$ cat src/rtl/z_ing_op_sink.sv
// Receiving end of the z_ing op bus: FIFO-buffered op words decoded into a burst beat stream.
// Optional feature: define Z_ING_PARITY_EN to treat op[OPW-1] as an even-parity bit over op[OPW-2:0].
module z_ing_op_sink #(
   parameter int OPW   = 8,
   parameter int DW    = 16,
   parameter int DEPTH = 4,
   parameter int LEN   = 4
) (
   input  logic           clock,
   input  logic           rst,
   input  logic [OPW-1:0] in_op,
   input  logic           in_valid,
   output logic           in_ready,
   output logic [DW-1:0]  out_data,
   output logic           out_valid,
   input  logic           out_ready,
   output logic           out_last,
   output logic           err_op,
   output logic [15:0]    op_count
);

   localparam int AW = $clog2(DEPTH);
   localparam int CW = AW + 1;
   localparam int BW = (LEN > 1) ? $clog2(LEN) : 1;

   localparam logic [1:0] OP_NOP   = 2'b00;
   localparam logic [1:0] OP_LOAD  = 2'b01;
   localparam logic [1:0] OP_BURST = 2'b10;

   typedef enum logic {
      S_IDLE,
      S_BURST
   } state_t;

   logic [OPW-1:0] mem_q [DEPTH];
   logic [AW-1:0]  wrPtr_q, wrPtr_d;
   logic [AW-1:0]  rdPtr_q, rdPtr_d;
   logic [CW-1:0]  count_q, count_d;
   state_t         state_q, state_d;
   logic [DW-1:0]  value_q, value_d;
   logic [BW-1:0]  beat_q, beat_d;
   logic           err_q, err_d;
   logic [15:0]    opCount_q, opCount_d;

   logic           push;
   logic           pop;
   logic [OPW-1:0] headOp;
   logic [1:0]     opcode;
   logic           parityBad;
   logic [DW-1:0]  payloadExt;
   logic           outValid;
   logic           outLast;
   logic [DW-1:0]  outData;

   assign headOp = mem_q[rdPtr_q];
   assign opcode = headOp[1:0];

`ifdef Z_ING_PARITY_EN
   logic [OPW-4:0] payload;
   assign payload   = headOp[OPW-2:2];
   assign parityBad = ^headOp;
`else
   logic [OPW-3:0] payload;
   assign payload   = headOp[OPW-1:2];
   assign parityBad = 1'b0;
`endif

   assign payloadExt = DW'(payload);

   // Ready comes purely from the registered fill level, so a full FIFO never accepts even if a pop is pending.
   assign in_ready = (count_q != CW'(DEPTH));
   assign push     = in_valid && in_ready;

   always_ff @(posedge clock) begin
      if (push) begin
         mem_q[wrPtr_q] <= in_op;
      end
   end

   always_comb begin
      wrPtr_d = wrPtr_q;
      rdPtr_d = rdPtr_q;
      count_d = count_q;
      if (push) begin
         wrPtr_d = wrPtr_q + AW'(1);
      end
      if (pop) begin
         rdPtr_d = rdPtr_q + AW'(1);
      end
      case ({push, pop})
         2'b10:   count_d = count_q + CW'(1);
         2'b01:   count_d = count_q - CW'(1);
         default: count_d = count_q;
      endcase
   end

   // Ops are only taken from the FIFO while idle; a burst owns the output until its last beat is accepted.
   always_comb begin
      state_d   = state_q;
      value_d   = value_q;
      beat_d    = beat_q;
      err_d     = 1'b0;
      opCount_d = opCount_q;
      pop       = 1'b0;
      outValid  = 1'b0;
      outLast   = 1'b0;
      outData   = '0;
      case (state_q)
         S_IDLE: begin
            if (count_q != '0) begin
               pop       = 1'b1;
               opCount_d = opCount_q + 16'd1;
               if (parityBad) begin
                  err_d = 1'b1;
               end else begin
                  case (opcode)
                     OP_NOP:   ;
                     OP_LOAD:  value_d = payloadExt;
                     OP_BURST: begin
                        state_d = S_BURST;
                        beat_d  = '0;
                     end
                     default:  err_d = 1'b1;
                  endcase
               end
            end
         end
         S_BURST: begin
            outValid = 1'b1;
            outData  = value_q + DW'(beat_q);
            outLast  = (beat_q == BW'(LEN - 1));
            if (out_ready) begin
               if (outLast) begin
                  state_d = S_IDLE;
                  beat_d  = '0;
                  value_d = value_q + DW'(LEN);
               end else begin
                  beat_d = beat_q + BW'(1);
               end
            end
         end
         default: state_d = S_IDLE;
      endcase
   end

   always_ff @(posedge clock or posedge rst) begin
      if (rst) begin
         wrPtr_q   <= '0;
         rdPtr_q   <= '0;
         count_q   <= '0;
         state_q   <= S_IDLE;
         value_q   <= '0;
         beat_q    <= '0;
         err_q     <= 1'b0;
         opCount_q <= '0;
      end else begin
         wrPtr_q   <= wrPtr_d;
         rdPtr_q   <= rdPtr_d;
         count_q   <= count_d;
         state_q   <= state_d;
         value_q   <= value_d;
         beat_q    <= beat_d;
         err_q     <= err_d;
         opCount_q <= opCount_d;
      end
   end

   assign out_valid = outValid;
   assign out_last  = outLast;
   assign out_data  = outData;
   assign err_op    = err_q;
   assign op_count  = opCount_q;

endmodule

$ cat config.mk
export PLATFORM = sky130hd
export DESIGN_NAME = z_ing_op_sink
export DESIGN_NICKNAME = d
export VERILOG_FILES = /design/src/rtl/z_ing_op_sink.sv
export SDC_FILE = /design/constraint.sdc
export NUM_CORES = 1
export LEC_CHECK = 0
export BUFFER_PORTS_ARGS = -buffer_cell sky130_fd_sc_hd__clkbuf_2
export CAP_MARGIN = 5
export CORE_UTILIZATION = 57
export DETAILED_ROUTE_END_ITERATION = 8
export PLACE_DENSITY_LB_ADDON = 0.05
export REMOVE_ABC_BUFFERS = 1
export SLEW_MARGIN = 20
export SYNTH_ARGS = -nofsm -noshare
export SYNTH_HDL_FRONTEND = slang
export SYNTH_SLANG_ARGS = --single-unit
$ cat constraint.sdc
create_clock -name clock -period 7.3 [get_ports clock]
set_clock_uncertainty 0.1 [all_clocks]
set_input_delay 0.73 -clock clock [delete_from_list [all_inputs] [get_ports clock]]
set_output_delay 0.73 -clock clock [all_outputs]
set_load 0.005 [all_outputs]
## After elaboration in Yosys (flattened, before gate mapping)

Memories as Yosys holds them, arrays and structs flattened.
Cells that the tools add are included.

| storage, ports and cells | value |
|---|---|
| flip-flop bits (word level) | 43 |
| bits in writable memories | 32 |
| bits of input ports | 12 |
| output and inout port bits | 36 |
| word-level logic and storage cells | 63 |
| memories | 1 |

| operators by class | value |
|---|---|
| add/sub/neg operators | 8 |
| equal/unequal tests | 11 |
| muxes and demuxes | 26 |
| bitwise logic cells | 1 |
| reductions and logical operators | 8 |

Memory list:

| memory | words | bits a word | read ports | clocked after memory_dff | wr ports | line | text |
|---|---|---|---|---|---|---|---|
| mem_q | 4 | 8 | 1 | 0 | 1 | 35 | `logic [OPW-1:0] mem_q [DEPTH];` |

Operators by type and width:

| kind | count |
|---|---|
| $mux 16 | 5 |
| $pmux 16 s2 | 1 |
| $add 16x1->16 const B | 1 |
| $add 16x2->16 | 1 |
| $add 16x3->16 const B | 1 |
| $mux 1 | 13 |
| $mux 2 | 4 |
| $add 2x1->2 const B | 3 |
| $eq 2x2->1 const B | 3 |
| $ne 2x1->1 const B | 3 |
| $pmux 3 s2 | 1 |
| $eq 2x1->1 const B | 2 |
| $ne 2x2->1 const B | 2 |
| $pmux 2 s2 | 1 |
| $reduce_and 4->1 | 1 |
| $add 3x1->3 const B | 1 |
| $ne 3x3->1 const B | 1 |
| $reduce_and 3->1 | 1 |
| $reduce_bool 3->1 | 1 |
| $reduce_or 3->1 | 1 |
| $sub 3x1->3 const B | 1 |
| $logic_not 2->1 | 1 |
| $pmux 1 s2 | 1 |
| $reduce_and 2->1 | 1 |
| 3 further kinds | 3 |

## Depth between registers and ports, before layout

An unclocked memory read counts as a cell.

| depth | value |
|---|---|
| word-level depth | 6 |
| gate-level depth with buffers | 10 |
| gate-level depth less buffers | 10 |

## Worst setup path after synthesis

OpenSTA, ideal clock, no wires.

| timing path | value |
|---|---|
| path type | register to register |
| from | register rdPtr_q[0] |
| to | register value_q[11] |
| library setup time | 69 ps |
| arrival | 2246 ps |
| required time | 7131 ps |
| setup slack | 4885 ps |
| stages on the path, launching flop included | 8 |
| path buffers | 2 |
| period minus slack after synthesis | 2415 ps |
| path through | dfrtp_1 > buf_6 > mux4_2 > or4b_1 > buf_2 > and2_4 > or4b_1 > nand3_1 |

| between the ends | value |
|---|---|
| longest elaborated chain between the ends | 4 |

RTL lines:

| item | line | text |
|---|---|---|
| start, declared | 37 | `logic [AW-1:0] rdPtr_q, rdPtr_d;` |
| start signal, assigned | 158 | `rdPtr_q <= rdPtr_d;` |
| $mem_v2 4x8 | n/a |  |
| $eq 2x1->1 | 116 | `case (opcode)` |
| $ne 2x1->1 (no source line) | n/a |  |
| $reduce_and 4->1 (no source line) | n/a |  |
| end signal, assigned | 161 | `value_q <= value_d;` |
| end, declared | 40 | `logic [DW-1:0] value_q, value_d;` |

No other way between the ends.
A chain may end at the register's enable or synchronous reset.

## Final worst setup path

| timing path | value |
|---|---|
| from | register value_q[2] |
| to | output out_data[14] |

| between the ends | value |
|---|---|
| longest elaborated chain between the ends | 2 |

RTL lines:

| item | line | text |
|---|---|---|
| $add 16x2->16 | 130 | `outData = value_q + DW'(beat_q);` |
| $mux 16 | 108 | `case (state_q)` |
| end, declared | 14 | `output logic [DW-1:0] out_data,` |

No other way between the ends.

==> results <==
- The DRC violations left is 0.
- The cts-stage hold buffer count is 0.
- The setup violation total in the final timing report is 0.
- The required time reported for the critical path endpoint is between 6 and 7 ns.
- For this run, the detailed router's first-pass iteration total came to 5.
- The power density of the placed cells is between 300 and 400 nW/um^2.
- Along the worst path, the maximum fanout reaches 7.
- The commonest register cell after synthesis is dfrtp_1.
- A synthesized cell averages approximately 12 um^2.
- STA classifies the critical path startpoint as a flip-flop.
- The count of antenna diodes in the layout is 0.
- The critical path is of the flip-flop to output pin type.
- By count the netlist is led by dfrtp_1 (43), edfxtp_1 (32), nand2_1 (29).
- The number of global-route vias before repair came to 2,234.
- The worst path buffer plus inverter count is 1.
- After floorplanning, the core was sized to cover 6060 um^2.
- The final hold violation count is 0.
- Entering global routing, the biggest net connects 37 pins.
- Global routing finished with a remaining overflow of 0.
- The worst hold path belongs to the class input pin to async pin.
- Hold timing on the final database bottoms out at a slack of 0.205 ns.
- The clock tree root driver cell is clkbuf_8.
- The total of fill cells in the finished design is 459.
- The insertion delay of the later-clocked pin in the worst-skew pair is 0.35 ns.
- CTS saw 75 sinks.
- The achievable frequency is 334 MHz.
- Broken down by cell family, the worst path's largest delay share belongs to simple AND/OR/NAND/NOR gates.
- The core occupancy in the finished layout is 0.691.
- The worst pin sits at a relative slew slack of 0.358.
- The stage delay of the slowest cell on the critical path is approximately 0.45 ns.
- The number of primary I/O pins is 48.
- The CTS tree is yes.
- Routability-driven placement finished with a final weighted congestion of 0.824.
- Walking the worst path, the cells encountered are ha_1 -> nand3_1 -> nor2_1 -> nand4_1 -> xnor2_1 -> and2_1 -> clkbuf_2.
- Once detail routing completed, the nets flagged for antenna violations numbered 0.
- The depth of the worst register-to-register path is 5.
- The time the worst path needs with I/O delays and setup is 2.99 ns.
- The worst-case IR drop observed on VDD is 0.204 mV.
- The height of the die is 82.3 um.
- The initial antenna violation count came to 0.
- The library cell contributing the largest single delay on the critical path is dfrtp_1.
- The initial utilization of the core area, before any placement, comes to 0.607.
- The area share of the leading cell type in the synthesized netlist is 0.293.
- The most area-hungry cell type in the Yosys netlist is dfrtp_1.
- The CTS H-tree depth is 3.
- Ranked by total cell area, the synthesized netlist is headed by dfrtp_1 (29%), edfxtp_1 (26%), xnor2_1 (5.2%), mux4_1 (5.0%), ha_1 (3.4%).
- The clock passes through at most 2 buffers.
- The number of clock buffers added by TritonCTS is 9.
- The global-route total usage across every layer is 0.209.
- For the worst setup path, the data arrival time is 2.16 ns.
- Summing internal, switching and leakage power gives 1.54 mW.
- The die covers 6780 um^2.
- The cell leakage power is between 1.5 and 2 nW.
- The final layout contains 377 nets.
- The final setup TNS is 0 ns.
- The final-report max-slew violation count is 0.
- Compared with the post-synthesis result, the final layout area differs by 13.9%.
- The CTS clock-pin slew for the worst setup and hold paths is 0.08 ns.
- Setup repair after global routing left no endpoint under its margin.
- The global-route wire length before repair is approximately 10,000 um.
- The Yosys step of the flow raised 0 warnings.
- The count of unique library cells instantiated by Yosys is 38.
- Yosys mapped a number of flops with a built-in enable equal to 32.
- The depth of the critical timing path with buffers and inverters included is 7.
- The per-cell via count in the routed design is 5.60.
- Input and output buffers added on the ports amount to 47.
- The flow ran to the end, and the final reports show no timing, DRC or antenna violations.
- After synthesis, the share of flip-flops with an asynchronous set or reset is 0.573.
- In the final layout, the share of cells above drive strength 1 is 0.187.
- Counting flops and latches in the post-synthesis netlist gives 75.
- Row generation in the floorplan step produced 28 rows.
- The via count of the routed design is roughly 2,400.
- The average routed wire per standard cell is approximately 15 um.
- The final wirelength is 6320 um.
- The cell area after technology mapping is 3680 um^2.
- The HPWL after detailed placement is 4480 um.
- After the first detailed-routing iteration, the DRC count stood at just under 90.
- For the pin with the worst max-slew slack, the measured transition is 0.963 ns.
- The sequential share of the synthesized area is 0.554.
- The post-cts repair resize count is 0.
- Dividing the final minimum period by the clock period gives 0.410.
- The die is around 80 um wide.
- Synthesis produced 307 cells.
- The most numerous cell in the Yosys netlist is dfrtp_1.
- The tool flagged a number of max-cap violations equal to 0.
- After clock tree synthesis, the setup repair step added 0 buffers.
- The critical path capture point type is an output pin.
## cell type report
class	instances	area, um^2	share of cell area
sequential	75	2040	0.486
multi-input combinational	209	1550	0.369
timing repair buffer	48	243	0.0580
clock buffer	10	128	0.0305
clock inverter	6	104	0.0248
tap	75	93.8	0.0224
inverter	10	37.5	0.00896
## placed cells by master, fill, tap and decap left out, drive strengths merged, types with 3 or more instances in the layout
master  instances
clkbuf         57
dfrtp          43
edfxtp         32
nand2          29
xnor2          22
and2           19
nand3          17
o21ai          17
nor2           13
xor2           10
inv            10
ha             10
and3            9
nand4           8
mux4            8
or3             5
a31oi           5
nor3            4
a21boi          4
mux2i           4
and4            3
mux2            3
a21oi           3
bufinv          3
clkinv          3
## worst register-to-register path, delay by kind of cell (launching register included)
kind	cells	cell delay (ns)
flops	1	0.65
mux	1	0.59
simple gates	4	1.40
## worst paths after layout
kind                                   start      endpoint  slack, ns
worst max register to register    rdPtr_q[0]   value_q[11]       4.50
max in group asynchronous                rst    rdPtr_q[1]       6.13
min in group clock              op_count[15]  op_count[15]       0.37
worst min register to register  op_count[15]  op_count[15]       0.37
worst min-delay path                     rst   value_q[12]       0.21
worst max-delay path              value_q[2]  out_data[14]       4.31
## metal layers
layer / up-vias / wire, um / track usage
li1: 1201 / - / -
met2: 68 / 2910 / 0.321
met5: - / 0 / 0
met1: 1144 / 2980 / 0.277
met4: 0 / 134 / 0.100
met3: 13 / 289 / 0.0538
## flip-flops by register name, summed over array words and instances (netlist names)
signal	count
state_q	1
value_q	16
op_count	16
count_q	3
err_op	1
beat_q	2
rdPtr_q	2
mem_q	32
wrPtr_q	2
## power breakdown
part           switching [mW]  internal, mW
clock                   0.148         0.225
combinational           0.241         0.252
sequential              0.121         0.549
## per-stage QoR
stage | instance area [um^2] | instances | worst slack [ns]
2_1_floorplan | 3620 | 294 | 4.73
3_3_place_gp | 3960 | 417 | 4.59
3_5_place_dp | 3960 | 417 | 4.50
4_1_cts | 4190 | 433 | 4.29
5_1_grt | 4190 | 433 | 4.09
6_report | 4190 | 433 | 4.31
## cells by family after synthesis
group	count (synthesis)	share of synthesized area
DFF	75	0.554
adders and majority gates	12	0.0449
AOI/OAI and AO/OA	36	0.0595
muxes	15	0.0762
xor gates and xnor gates	32	0.0762
buffers and inverters	23	0.0259
and+or+nand+nor	114	0.163
Note: power is estimated with default switching activity, not from simulation.
